### src/rtl/lcd_24_to_8_bits_state_ram_pkg.sv
// Shared constants for the LCD 24-to-8 state RAM and the logic around it.
package lcd_24_to_8_bits_state_ram_pkg;

   localparam int READ_LATENCY          = 2;
   localparam int DEFAULT_ADDRESS_WIDTH = 1;
   localparam int DEFAULT_DATA_WIDTH    = 2;

   // Width of a requester index; never below 1 so a 2-way arbiter still gets a bit.
   function automatic int clog2(input int n);
      int w;
      w = 1;
      while ((1 << w) < n) w++;
      return w;
   endfunction

endpackage

### src/rtl/lcd_24_to_8_bits_rr_arbiter.sv
// Generic round-robin arbiter: one-hot grant searched from last_grant+1,
// pointer moves only when the granted command is actually accepted.
module lcd_24_to_8_bits_rr_arbiter
   import lcd_24_to_8_bits_state_ram_pkg::*;
#(
   parameter int NUM_REQ = 4,
   parameter int IDX_W   = clog2(NUM_REQ)
) (
   input  logic               clk,
   input  logic               reset_n,
   input  logic [NUM_REQ-1:0] req,
   input  logic               enable,
   input  logic               accept,
   output logic [NUM_REQ-1:0] grant,
   output logic [IDX_W-1:0]   last_grant
);

   logic [IDX_W-1:0] grant_idx;
   logic [IDX_W-1:0] sel;
   logic             found;
   int               search_idx;

   // Rotating priority search: first active requester after the last winner.
   always_comb begin
      grant      = '0;
      grant_idx  = '0;
      found      = 1'b0;
      search_idx = 0;
      sel        = '0;
      for (int k = 1; k <= NUM_REQ; k++) begin
         search_idx = int'(last_grant) + k;
         if (search_idx >= NUM_REQ) search_idx = search_idx - NUM_REQ;
         sel = IDX_W'(search_idx);
         if (enable && !found && req[sel]) begin
            grant[sel] = 1'b1;
            grant_idx  = sel;
            found      = 1'b1;
         end
      end
   end

   // Pointer register; reset value makes requester 0 the first to be served.
   always_ff @(posedge clk or negedge reset_n) begin
      if (!reset_n)
         last_grant <= IDX_W'(NUM_REQ - 1);
      else if (accept)
         last_grant <= grant_idx;
   end

endmodule

### src/rtl/lcd_24_to_8_bits_state_ram_arbiter.sv
// Shares the single write port and single read port of the DFA state RAM
// among NUM_REQ requesters and steers read responses back to their issuer.
module lcd_24_to_8_bits_state_ram_arbiter
   import lcd_24_to_8_bits_state_ram_pkg::*;
#(
   parameter int NUM_REQ       = 4,
   parameter int ADDRESS_WIDTH = DEFAULT_ADDRESS_WIDTH,
   parameter int DATA_WIDTH    = DEFAULT_DATA_WIDTH
) (
   input  logic                             clk,
   input  logic                             reset_n,
   input  logic [NUM_REQ-1:0]               req_read,
   input  logic [NUM_REQ-1:0]               req_write,
   input  logic [NUM_REQ*ADDRESS_WIDTH-1:0] req_address,
   input  logic [NUM_REQ*DATA_WIDTH-1:0]    req_writedata,
   output logic [NUM_REQ-1:0]               req_waitrequest,
   output logic [NUM_REQ-1:0]               req_readdatavalid,
   output logic [DATA_WIDTH-1:0]            req_readdata,
   output logic [ADDRESS_WIDTH-1:0]         ram_wr_address,
   output logic [DATA_WIDTH-1:0]            ram_wr_writedata,
   output logic                             ram_wr_write,
   input  logic                             ram_wr_waitrequest,
   output logic [ADDRESS_WIDTH-1:0]         ram_rd0_address,
   input  logic [DATA_WIDTH-1:0]            ram_rd0_readdata
);

   localparam int IDX_W = clog2(NUM_REQ);
   localparam int LAT   = READ_LATENCY;

   logic [NUM_REQ-1:0]       active;
   logic [NUM_REQ-1:0]       grant;
   logic [IDX_W-1:0]         last_grant;
   logic [IDX_W-1:0]         grant_idx;
   logic                     any_grant;
   logic                     wr_sel;
   logic                     rd_sel;
   logic [ADDRESS_WIDTH-1:0] sel_address;
   logic [DATA_WIDTH-1:0]    sel_writedata;
   logic [ADDRESS_WIDTH-1:0] rd0_address_q;
   logic [LAT-1:0]           pipe_vld;
   logic [IDX_W-1:0]         pipe_idx [1:LAT-1];

   assign active = req_read | req_write;

   lcd_24_to_8_bits_rr_arbiter #(
      .NUM_REQ (NUM_REQ),
      .IDX_W   (IDX_W)
   ) u_arb (
      .clk        (clk),
      .reset_n    (reset_n),
      .req        (active),
      .enable     (~ram_wr_waitrequest),
      .accept     (any_grant),
      .grant      (grant),
      .last_grant (last_grant)
   );

   // One-hot grant to index for slice selection.
   always_comb begin
      grant_idx = '0;
      for (int i = 0; i < NUM_REQ; i++)
         if (grant[i]) grant_idx = IDX_W'(i);
   end

   assign any_grant       = |grant;
   assign req_waitrequest = ~grant;

   // A requester raising both strobes is served as a write only.
   assign wr_sel        = any_grant & req_write[grant_idx];
   assign rd_sel        = any_grant & ~req_write[grant_idx];
   assign sel_address   = req_address[grant_idx*ADDRESS_WIDTH +: ADDRESS_WIDTH];
   assign sel_writedata = req_writedata[grant_idx*DATA_WIDTH +: DATA_WIDTH];

   assign ram_wr_write     = wr_sel;
   assign ram_wr_address   = sel_address;
   assign ram_wr_writedata = sel_writedata;
   assign ram_rd0_address  = rd_sel ? sel_address : rd0_address_q;

   // Read address register so the RAM sees a stable address between reads.
   always_ff @(posedge clk or negedge reset_n) begin
      if (!reset_n)
         rd0_address_q <= '0;
      else if (rd_sel)
         rd0_address_q <= sel_address;
   end

   // Response pipeline. Stage 0 only needs the valid bit: the pointer moved to
   // the reader's index on the same edge, so last_grant is that index.
   always_ff @(posedge clk or negedge reset_n) begin
      if (!reset_n) begin
         pipe_vld <= '0;
         for (int s = 1; s < LAT; s++) pipe_idx[s] <= '0;
      end else begin
         pipe_vld    <= {pipe_vld[LAT-2:0], rd_sel};
         pipe_idx[1] <= last_grant;
         for (int s = 2; s < LAT; s++) pipe_idx[s] <= pipe_idx[s-1];
      end
   end

   // Steer the last pipeline stage onto the one-hot response strobe.
   always_comb begin
      req_readdatavalid = '0;
      if (pipe_vld[LAT-1]) req_readdatavalid[pipe_idx[LAT-1]] = 1'b1;
   end

   assign req_readdata = ram_rd0_readdata;

   // Flag requesters that raise read and write together.
   always @(posedge clk) begin
      if (reset_n)
         assert (!(|(req_read & req_write)))
         else $warning("requester drives read and write together; served as write");
   end

endmodule

### config.mk
export PLATFORM = sky130hd
export DESIGN_NAME = lcd_24_to_8_bits_state_ram_arbiter
export DESIGN_NICKNAME = d
export VERILOG_FILES = /design/src/rtl/lcd_24_to_8_bits_state_ram_pkg.sv /design/src/rtl/lcd_24_to_8_bits_rr_arbiter.sv /design/src/rtl/lcd_24_to_8_bits_state_ram_arbiter.sv
export SDC_FILE = /design/constraint.sdc
export NUM_CORES = 1
export LEC_CHECK = 0
export CORE_MARGIN = 5
export CORE_UTILIZATION = 35
export DETAILED_ROUTE_END_ITERATION = 8
export GPL_ROUTABILITY_DRIVEN = 0
export HOLD_SLACK_MARGIN = 0.12
export PLACE_DENSITY = 0.68
export SLEW_MARGIN = 5
export SYNTH_ARGS = -nofsm -noshare
export SYNTH_HDL_FRONTEND = slang
export SYNTH_SLANG_ARGS = --single-unit
### constraint.sdc
create_clock -name clk -period 4.3 [get_ports clk]
set_input_delay 0.43 -clock clk [delete_from_list [all_inputs] [get_ports clk]]
set_output_delay 0.43 -clock clk [all_outputs]
set_load 0.05 [all_outputs]
==> results of run 1 <==
==> how the worst min path moves through the flow <==
stage | from | endpoint | slack, ns | cells past startpoint
2_1_floorplan | reset_n | pipe_idx[0] | 0.13 | 0
3_3_place_gp | pipe_vld[0] | pipe_vld[1] | 0.34 | 0
3_5_place_dp | pipe_vld[0] | pipe_vld[1] | 0.34 | 0
4_1_cts | pipe_vld[0] | pipe_vld[1] | 0.36 | 0
5_1_grt | pipe_vld[0] | pipe_vld[1] | 0.37 | 0
6_report | pipe_vld[0] | pipe_vld[1] | 0.36 | 0
==> through the flow <==
step	worst slack (ns)	area, um^2	hold WS [ns]
after floorplan	0.06799	953.4	0.1344
after global placement	0.4231	1304	0.3383
after detailed placement	0.4015	1304	0.3418
after CTS	0.2280	1330	0.3624
after global routing	0.04306	1330	0.3711
final	0.2524	1330	0.3574
==> cell type report <==
class / count / area (um^2)
Clock buffer: 4 / 26.28
Timing Repair Buffer: 36 / 345.3
Fill cell: 258 / 1356
Tap cell: 31 / 38.79
Inverter: 9 / 33.78
Multi-Input combinational cell: 82 / 708.2
Sequential cell: 7 / 177.7
==> synthesized netlist by cell type, drive strengths merged <==
library cell  count  area [um^2]
inv               9        33.79
nand2             9        33.78
ha                8        100.1
nor2              8        37.54
dfrtp             5        125.1
mux4              5        120.1
nor3              5        25.02
a21oi             4        20.02
buf               4        33.78
mux2              4        48.79
o21ai             4        20.02
or2               4        27.53
a311oi            3        43.80
and2              3        22.53
and3              3        23.77
mux2i             3        30.03
nand3             3        15.01
a21o              2        15.01
dfstp             2        52.55
o22ai             2        12.51
o311a             2        21.27
a311o             1        10.01
a31oi             1        6.260
and2b             1        8.760
and3b             1        8.760
and4              1        8.760
nor3b             1        7.510
nor4              1        6.260
o21bai            1        18.77
or2b              1        7.510
xnor2             1        8.760
==> layer usage <==
metal,vias up,track usage (%)
li1,448,-
met1,428,15.49
met2,37,23.06
met3,0,2.162
met4,0,2.439
met5,-,0
==> power by group <==
group / internal (mW) / total [mW] / switching (mW) / leakage [nW]
logic: 0.364 / 0.909 / 0.544 / 0.473
registers: 0.105 / 0.132 / 0.0271 / 0.0827
clock network: 0.0353 / 0.0579 / 0.0226 / 0.0150
total: 0.504 / 1.10 / 0.594 / 0.571
==> state kept, by name, indices dropped and copies added, names as in the netlist <==
| signal | cells |
|---|---|
| pipe_idx | 2 |
| pipe_vld | 2 |
| rd0_address_q | 1 |
| u_arb.last_grant | 2 |
==> cells in the final DEF, fill, tap and decap left out, types with 3 or more instances in the layout <==
| master | n |
|---|---|
| o21ai_0 | 4 |
| clkdlybuf4s50_1 | 30 |
| a21oi_1 | 4 |
| dfrtp_1 | 5 |
| ha_1 | 8 |
| nor3_1 | 5 |
| nor2_1 | 7 |
| mux4_2 | 3 |
| nand3_1 | 3 |
| buf_4 | 6 |
| inv_1 | 7 |
| or2_1 | 3 |
| nand2_1 | 9 |
| clkbuf_4 | 3 |
| mux2i_1 | 3 |
| mux2_2 | 3 |
==> worst max-delay path, delay by kind of cell (launching register included) <==
family | cells | cell delay, ns
flops | 1 | 0.63
buf+inv | 3 | 0.43
fa+ha+maj | 1 | 0.41
compound gates | 3 | 0.82
simple gates | 2 | 0.33
mux | 2 | 0.74
==> cells by family after synthesis <==
group	count (synthesis)	synth area share, %
multiplexers	12	20.87
adder cells (fa/ha/maj)	8	10.50
buffers and inverters	13	7.087
flip-flops	7	18.64
AND/OR/NAND/NOR	41	24.41
AO/OA/AOI/OAI	20	17.59
XOR/XNOR	1	0.9188
==> key figures, run 1 <==
Global route
  – GRT Overall Usage: 12.69%
  – Vias in the first global route: approximately 900
  – Global-route wire length before repair: approximately 4200 um
  – Total congestion overflow: 0
  – Antenna violations before repair: 0
  – Largest net degree at the start of global routing: 12

Power and ir drop
  – Worst IR Drop VDD: between 600 and 700 uV
  – Total power: ~1.1 mW
  – Pwr per Cell Area: 825.8 mW/mm^2
  – Leak: 0.5710 nW

CTS
  – Clk slew on worst S/H paths: about 0.050 ns
  – Clock sinks: 7
  – Setup Buffers After CTS: 0
  – Hold buffer count at cts: 0
  – TritonCTS buffer count: 3
  – Buffer depth of the longest clock path: 2
  – Depth of the CTS H-tree: 1
  – Post-CTS Resized: 0
  – Clock Latency Late Sink: about 0.24 ns
  – CTS tree: done
  – CTS root buf: clkbuf_4

Yosys
  – Syn Nets: between 100 and 150
  – Synth warnings: 0
  – Cells after Synth: ~100
  – Synth Cell Area: 953.4 um^2
  – Mean Syn Cell Area: roughly 9.3 um^2
  – Unique masters post-synth: 42
  – Synth Register Bits: 7
  – Register area share after synthesis: between 10% and 20%

Routing
  – DR vias/cell: 5.402
  – Post-Route M1 WL: around 1000 um
  – Avg WL per Cell: about 15 um
  – Met3 Wirelength: around 160 um
  – Met2 routed WL: between 1000 and 1500 um
  – WL final: between 2000 and 3000 um
  – DRC: 0
  – Highest Signal Layer: met3
  – Iter 0 DRT Violations: 22
  – Final ANT Viol Nets: 0
  – TritonRoute pass-1 iters: 4
  – Via count: approximately 910

STA
  – Final setup skew: 0.0003411 ns
  – Fin crit share: between 90% and 100%
  – Final hold vios: 0
  – Sum of negative setup slack: 0 ns
  – Setup Viol. Count Final: 0
  – Tmin final: about 4 ns
  – Fmax: around 0.25 GHz
  – Unrepaired setup endpoints after global routing: no
  – Tightest Pin Transition: between 0.5 and 0.6 ns
  – Max_slew headroom: 66.11%
  – Pins Over Slew Limit: 0

Finish
  – Fin util: approximately 50%
  – Final nets: approximately 170
  – Area Growth Syn to Fin: 39.50%
  – Share of cells above drive strength 1: roughly a fifth
  – ANT cells: 0
  – Finished Layout Cells: ~170

Critical path
  – Max stage delay on crit path: roughly 0.63 ns
  – Flop2flop setup slack: 1.00 ns
  – Crit path required time: slightly below 4 ns
  – Setup Crit Path Kind: flip-flop to output pin
  – Cell Chain, Critical Path: inv_1 -> ha_1 -> mux4_2 -> a21o_1 -> a311oi_4 -> inv_2 -> and2_4 -> and3_4 -> o21bai_4 -> mux2_4 -> buf_4
  – Startpoint types: flip-flop
  – Endpoint class of the critical path: output pin
  – Reg2reg start: u_arb.last_grant[1]
  – Crit-path slowest cell: dfstp_2
  – Crit path DAT: ~3.6 ns
  – CP startpoint: u_arb.last_grant[1]
  – Reg2Reg Capture Point: rd0_address_q
  – Worst Path Max Fanout: 10
  – FF-to-FF path depth: 10
  – Setup crit end: ram_rd0_address

Placed design
  – Port buffer count: 35
  – Detailed placement HPWL: between 2000 and 2500 um
  – Cells after DPL: approximately 170

Die
  – Die area: between 0.003 and 0.004 mm^2
  – Initial core utilization: 35.49%
  – Die W: ~62 um
  – Die Y: roughly 62 um
  – Num rows: 19
  – Num ports: 40
  – Core box area: ~0.0027 mm^2

Outcome
  – Run status: complete, no violations

Run
  – Maxcap violations: 0

Min path
  – Min-Delay Path Class: flip-flop to flip-flop
No activity file was read; power rests on OpenSTA's default activity.
==> run 2, diff against run 1 <==
==> constraint.sdc (replaced) <==
create_clock -name clk -period 4 [get_ports clk]
set_input_delay 0.4 -clock clk [delete_from_list [all_inputs] [get_ports clk]]
set_output_delay 0.4 -clock clk [all_outputs]
set_load 0.05 [all_outputs]
==> run 2 against run 1 <==
Net effect: worst hold slack worse by 0.0013 ns; critical path depth fell by 2; setup slack worse by 0.11 ns; via count up 0.33%; power rose by 15%; sequential cell count stayed put; final cell count up 0.59%; critical endpoint unchanged.
==> key figures, run 2 (synthesized netlist as in run 1, its figures left out) <==
Global route
  – GRT Overall Usage: about 13%
  – Largest net degree at the start of global routing: 12
  – Global-route wire length before repair: about 4200 um
  – Total congestion overflow: 0
  – Vias in the first global route: a little over 900
  – Antenna violations before repair: 0

Routing
  – DRC: 0
  – WL final: roughly 2500 um
  – TritonRoute pass-1 iters: 4
  – Avg WL per Cell: about 15 um
  – Iter 0 DRT Violations: 18
  – Final ANT Viol Nets: 0
  – Via count: slightly above 900
  – DR vias/cell: ~5.4

Die
  – Num ports: 40
  – Die area: 0.003868 mm^2
  – Initial core utilization: roughly 35%
  – Num rows: 19
  – Die W: between 60 and 70 um
  – Core box area: 0.002686 mm^2
  – Die Y: between 60 and 70 um

Power and ir drop
  – Seq pwr share: between 10% and 20%
  – Int Power: roughly 0.60 mW
  – Worst IR Drop VDD: 690.2 uV
  – Leak: 0.5888 nW
  – Net Switching: 0.6644 mW
  – Pwr per Cell Area: slightly above 900 mW/mm^2
  – Logic pwr share: 84.5%
  – Clk pwr share: around 5.0%
  – Switching Share: between 50% and 60%
  – Total power: 1.264 mW

Finish
  – Final nets: roughly 170
  – Fin util: about half
  – Share of cells above drive strength 1: between 20% and 30%
  – Fillers: 255
  – Commonest cells after routing, fill and taps aside: clkdlybuf4s50_1 (29), nand2_1 (9), ha_1 (8)
  – Top Registers: pipe_idx x2, pipe_vld x2, u_arb.last_grant x2
  – ANT cells: 0
  – Commonest non-fill, non-tap cell in the layout: clkdlybuf4s50_1
  – Final Cell Area: roughly 0.0014 mm^2
  – Area Growth Syn to Fin: 44.36%
  – Finished Layout Cells: 170

CTS
  – Clk slew on worst S/H paths: roughly 0.050 ns
  – Setup Buffers After CTS: 0
  – Depth of the CTS H-tree: 1
  – Clock Latency Late Sink: 0.25 ns
  – Clock sinks: 7
  – Buffer depth of the longest clock path: 2
  – TritonCTS buffer count: 3
  – CTS root buf: clkbuf_4
  – CTS tree: done

STA
  – Tmin final: 3.856 ns
  – Pins Over Slew Limit: 0
  – Tightest Pin Transition: just over 0.5 ns
  – WHS: between 0.3 and 0.4 ns
  – Max_slew headroom: between 60% and 70%
  – Final hold vios: 0
  – Sum of negative setup slack: 0 ns
  – Unrepaired setup endpoints after global routing: no
  – Fin crit share: 96.39%
  – Final worst slack: between 0.1 and 0.15 ns
  – Setup Viol. Count Final: 0
  – Fmax: 0.2594 GHz
  – Final setup skew: just under 0.0009 ns

Critical path
  – Setup Crit Path Kind: input pin to output pin
  – Worst Path Max Fanout: 5
  – Endpoint class of the critical path: output pin
  – Crit path DAT: between 3 and 4 ns
  – Startpoint types: input pin
  – CP top delay family: multiplexers
  – Crit-path slowest cell: mux4_1
  – Crit path required time: ~3.6 ns
  – Max stage delay on crit path: 0.63 ns
  – Cell Chain, Critical Path: clkdlybuf4s50_1 -> or2_1 -> mux4_1 -> and3_1 -> o311a_2 -> o311a_1 -> o21bai_4 -> mux2_4 -> buf_4
  – Critical path buffer and inverter count: 2
  – Flop2flop setup slack: 0.88 ns

Placed design
  – Port buffer count: 35
  – Placement-stage cell area: 0.001343 mm^2
  – Cells after DPL: roughly 170
  – Dpl ws: ~0.18 ns
  – Detailed placement HPWL: around 2200 um

Outcome
  – Run status: complete, no violations

Min path
  – Min-Delay Path Class: flip-flop to flip-flop

Run
  – Maxcap violations: 0
[run 2: cell count changes in the layout (fill, tap and decap cells not counted), sizes merged]
cell	before	now
buf	6	8
clkdlybuf4s50	30	29
[run 2: layer usage]
| layer | share of wire, % | wire, um | vias to the layer above | global-route usage, % |
|---|---|---|---|---|
| met5 | 0 | 0 | - | 0 |
| met4 | 0.68 | 17 | 0 | 4.878 |
| met3 | 3.8 | 96 | 2 | 2.523 |
| met2 | 52 | 1300 | 25 | 22.28 |
| met1 | 44 | 1092 | 443 | 15.21 |
| li1 | - | - | 446 | - |
[run 2: area by class of cell]
type                       instances  area, um^2  share of cell area (%)
multi-input combinational         82       724.4                   52.64
timing repair buffer              37       375.4                   27.27
sequential                         7       177.7                   12.91
tap                               31       38.79                   2.818
inverter                           9       33.78                   2.455
clock buffer                       4       26.28                   1.909
[run 2: timing repair]
action,in CTS,in global routing
hold buffers,0,0
setup endpoints to repair,0,1
gates resized for setup,0,2
endpoints found under the hold margin,0,0
[run 2: power groups by stage]
| stage | combinational [mW] | clock (mW) | sequential [mW] |
|---|---|---|---|
| after detailed placement | 1.07 | 0 | 0.134 |
| after CTS | 1.07 | 0.0673 | 0.133 |
| after floorplan | 0.767 | 0 | 0.137 |
| after global routing | 1.14 | 0.0701 | 0.137 |
| after global placement | 1.05 | 0 | 0.131 |
| final | 1.07 | 0.0638 | 0.132 |
[run 2: path summary, 6_finish.rpt]
kind	from	to	cells after the start
hold / removal	pipe_vld[0]	pipe_vld[1]	0
min in group asynchronous	reset_n	pipe_idx[0]	1
hold reg to reg	pipe_vld[0]	pipe_vld[1]	0
setup reg to reg	u_arb.last_grant[1]	u_arb.last_grant[1]	10
setup / recovery	req_write[3]	ram_rd0_address	9
max in group asynchronous	reset_n	u_arb.last_grant[0]	1
[run 2: worst register-to-register path: cells and delay by family (launching register included)]
kind	cells	cell delay [ns]
compound gates	3	0.81
fa+ha+maj	1	0.40
buf+inv	2	0.18
flops	1	0.53
mux	2	0.78
simple gates	2	0.35
==> run 3, diff against run 2 <==
--- a/config.mk
+++ b/config.mk
@@ -7,11 +7,13 @@
 export LEC_CHECK = 0
 export CORE_MARGIN = 5
 export CORE_UTILIZATION = 35
+export CTS_BUF_LIST = sky130_fd_sc_hd__clkbuf_4
 export DETAILED_ROUTE_END_ITERATION = 8
 export GPL_ROUTABILITY_DRIVEN = 0
 export HOLD_SLACK_MARGIN = 0.12
-export PLACE_DENSITY = 0.68
+export PLACE_DENSITY = 0.67
 export SLEW_MARGIN = 5
 export SYNTH_ARGS = -nofsm -noshare
 export SYNTH_HDL_FRONTEND = slang
+export SYNTH_HIERARCHICAL = 1
 export SYNTH_SLANG_ARGS = --single-unit
==> run 3 against run 2 <==
Net effect: largest power group unchanged; routed wire length increased by 9.5%; via count increased by 6.0%; register-to-register slack got worse by 0.08 ns; critical path depth increased by 2; synthesized cell count increased by 11%; sequential share of layout area decreased by 0.82 points; clock power increased by 12%; die area increased by 2.6%; sequential cell count unchanged; highest routed layer unchanged; largest cell class unchanged; clock skew about the same; area after synthesis increased by 3.1%.
==> key figures, run 3 <==
STA
  – Final hold vios: 0
  – Setup Viol. Count Final: 0
  – Final setup skew: about 0.0009 ns
  – Sum of negative setup slack: 0 ns
  – Max_slew headroom: approximately two thirds
  – Fin crit share: between 90% and 100%
  – Fmax: ~0.26 GHz
  – Tightest Pin Transition: between 0.5 and 0.6 ns
  – Tmin final: just under 4 ns
  – Pins Over Slew Limit: 0
  – Final worst slack: 0.1276 ns

CTS
  – CTS root buf: clkbuf_4
  – Buffer depth of the longest clock path: 2
  – Clock sinks: 7
  – Clock Latency Late Sink: around 0.25 ns
  – CTS tree: done
  – TritonCTS buffer count: 3
  – Clk slew on worst S/H paths: ~0.050 ns
  – Depth of the CTS H-tree: 1

Critical path
  – Endpoint class of the critical path: output pin
  – FF-to-FF path depth: 12
  – Flop2flop setup slack: around 0.80 ns
  – CP top delay family: multiplexers
  – WP depth: 11
  – Max stage delay on crit path: between 0.4 and 0.5 ns
  – Worst Path Max Fanout: 6
  – Crit-path slowest cell: mux4_2
  – Crit path required time: roughly 3.6 ns
  – Setup Crit Path Kind: input pin to output pin
  – Cell Chain, Critical Path: clkdlybuf4s50_1 -> or2_2 -> mux4_2 -> or2_4 -> a211oi_4 -> a221o_2 -> mux2_1 -> mux2i_1 -> o21ai_2 -> mux2_4 -> buf_4
  – Startpoint types: input pin
  – Crit path DAT: about 3.5 ns
  – Critical path buffer and inverter count: 2

Power and ir drop
  – Logic pwr share: roughly 83%
  – Leak: 0.6248 nW
  – Switching Share: a little over 50%
  – Worst IR Drop VDD: between 700 and 800 uV
  – Pwr per Cell Area: 789.4 mW/mm^2
  – Int Power: between 0.5 and 0.6 mW
  – Net Switching: just under 0.6 mW
  – Seq pwr share: approximately a tenth
  – Clk pwr share: 6.1%
  – Total power: between 1 and 1.5 mW

Placed design
  – Port buffer count: 35
  – Dpl ws: -0.008904 ns
  – Detailed placement HPWL: about 2200 um

Routing
  – Iter 0 DRT Violations: 26
  – DRC: 0
  – TritonRoute pass-1 iters: 4
  – Final ANT Viol Nets: 0
  – WL final: 2746 um
  – Avg WL per Cell: 14.53 um
  – DR vias/cell: between 5 and 6
  – Via count: between 900 and 1000

Die
  – Num ports: 40
  – Die W: between 60 and 70 um
  – Core box area: roughly 0.0027 mm^2
  – Die Y: ~63 um
  – Die area: ~0.004 mm^2
  – Num rows: 19
  – Initial core utilization: a little over a third

Global route
  – Vias in the first global route: between 900 and 1000
  – Total congestion overflow: 0
  – Global-route wire length before repair: around 4400 um
  – GRT Overall Usage: 13.27%
  – Largest net degree at the start of global routing: 14
  – Antenna violations before repair: 0

Yosys
  – Synth Register Bits: 7
  – Synth warnings: 6
  – Register area share after synthesis: between 10% and 20%
  – Synth cell count leaders: inv_1 (11), nand2_1 (10), ha_1 (7), mux2i_1 (7), o21ai_0 (7)
  – Share of flip-flops with an asynchronous set or reset: 100.0%
  – Synth Cell Area: slightly below 0.001 mm^2
  – Top cells by area, synth: dfrtp_1 (13%), ha_1 (8.9%), mux2i_1 (7.1%), dfstp_2 (5.3%), a221o_2 (4.6%)
  – Most common cell in the netlist: inv_1
  – Synth Flop Type: dfrtp_1
  – Number of flops mapped to enable cells by yosys: 0
  – Post-synth top area cell: dfrtp_1
  – Yosys top cell area share: roughly 13%
  – Syn Nets: 145
  – Mean Syn Cell Area: around 8.7 um^2
  – Cells after Synth: roughly 110
  – Unique masters post-synth: 42

Finish
  – ANT cells: 0
  – Commonest cells after routing, fill and taps aside: clkdlybuf4s50_1 (27), buf_4 (19), inv_1 (11)
  – Top Registers: pipe_idx x2, pipe_vld x2, u_arb/last_grant x2
  – Multi-input gate area: 705.7 um^2
  – Register area: about 180 um^2
  – Final nets: approximately 190
  – Commonest non-fill, non-tap cell in the layout: clkdlybuf4s50_1
  – Share of cells above drive strength 1: between 30% and 40%
  – Area Growth Syn to Fin: 49.49%
  – Fillers: around 260
  – Fin util: 53.78%

Run
  – Maxcap violations: 0

Min path
  – Hold Path Depth: 0
  – Min-Delay Path Class: flip-flop to flip-flop

Outcome
  – Run status: complete, no violations
-- run 3: layout make-up --
class	count	area share [%]
multi-input cells	86	48.00
flip-flops and latches	7	12.09
inverters	12	3.064
well taps	31	2.638
clock buffers	4	2.043
repair buffers	49	32.17
-- run 3: per-stage QoR --
stage                     hold WS [ns]  instances  instance area [um^2]
after floorplan                 0.1044        113                 987.2
after global placement          0.3389        179                  1388
after detailed placement        0.3402        179                  1388
after CTS                       0.3525        184                  1425
after global routing            0.3641        189                  1470
final                           0.3505        189                  1470
-- run 3: path summary, 6_finish.rpt --
path	from	to
worst max-delay path	req_write[0]	ram_rd0_address
worst min-delay path	pipe_vld[0]	pipe_vld[1]
worst max register to register	u_arb/last_grant[1]	u_arb/last_grant[0]
worst min register to register	pipe_vld[0]	pipe_vld[1]
max in group asynchronous	reset_n	u_arb/last_grant[0]
min in group asynchronous	reset_n	pipe_idx[0]
-- run 3: kinds of logic (layout without fill, tap and decap cells) --
kind of cell             count (synthesis)  after routing  share of synthesized area (%)
AND/OR/NAND/NOR                         39             39                          22.65
adder cells (fa/ha/maj)                  7              7                          8.905
buffers and inverters                   20             65                          11.32
multiplexers                            14             14                          17.81
AO/OA/AOI/OAI                           26             26                          21.25
flip-flops                               7              7                          18.07
-- run 3: layer usage --
metal	GRT usage (%)	wire [um]
met3	3.058	106
met4	3.183	16
met1	15.22	1157
met5	0	0
met2	24.36	1465
-- run 3: power groups by stage --
stage | Clock (mW) | Combinational [mW] | Sequential, mW
2_1_floorplan | 0 | 0.639 | 0.127
3_3_place_gp | 0 | 0.927 | 0.123
3_5_place_dp | 0 | 0.932 | 0.125
4_1_cts | 0.0756 | 0.942 | 0.124
5_1_grt | 0.0794 | 1.03 | 0.128
6_report | 0.0712 | 0.966 | 0.123
-- run 3: what timing repair did --
action                                  in CTS  in global routing
hold buffers                                 0                  0
resized for setup                            0                  3
endpoints found under the setup margin       1                  1
buffers inserted                             1                  5
pin swaps                                    1                  3
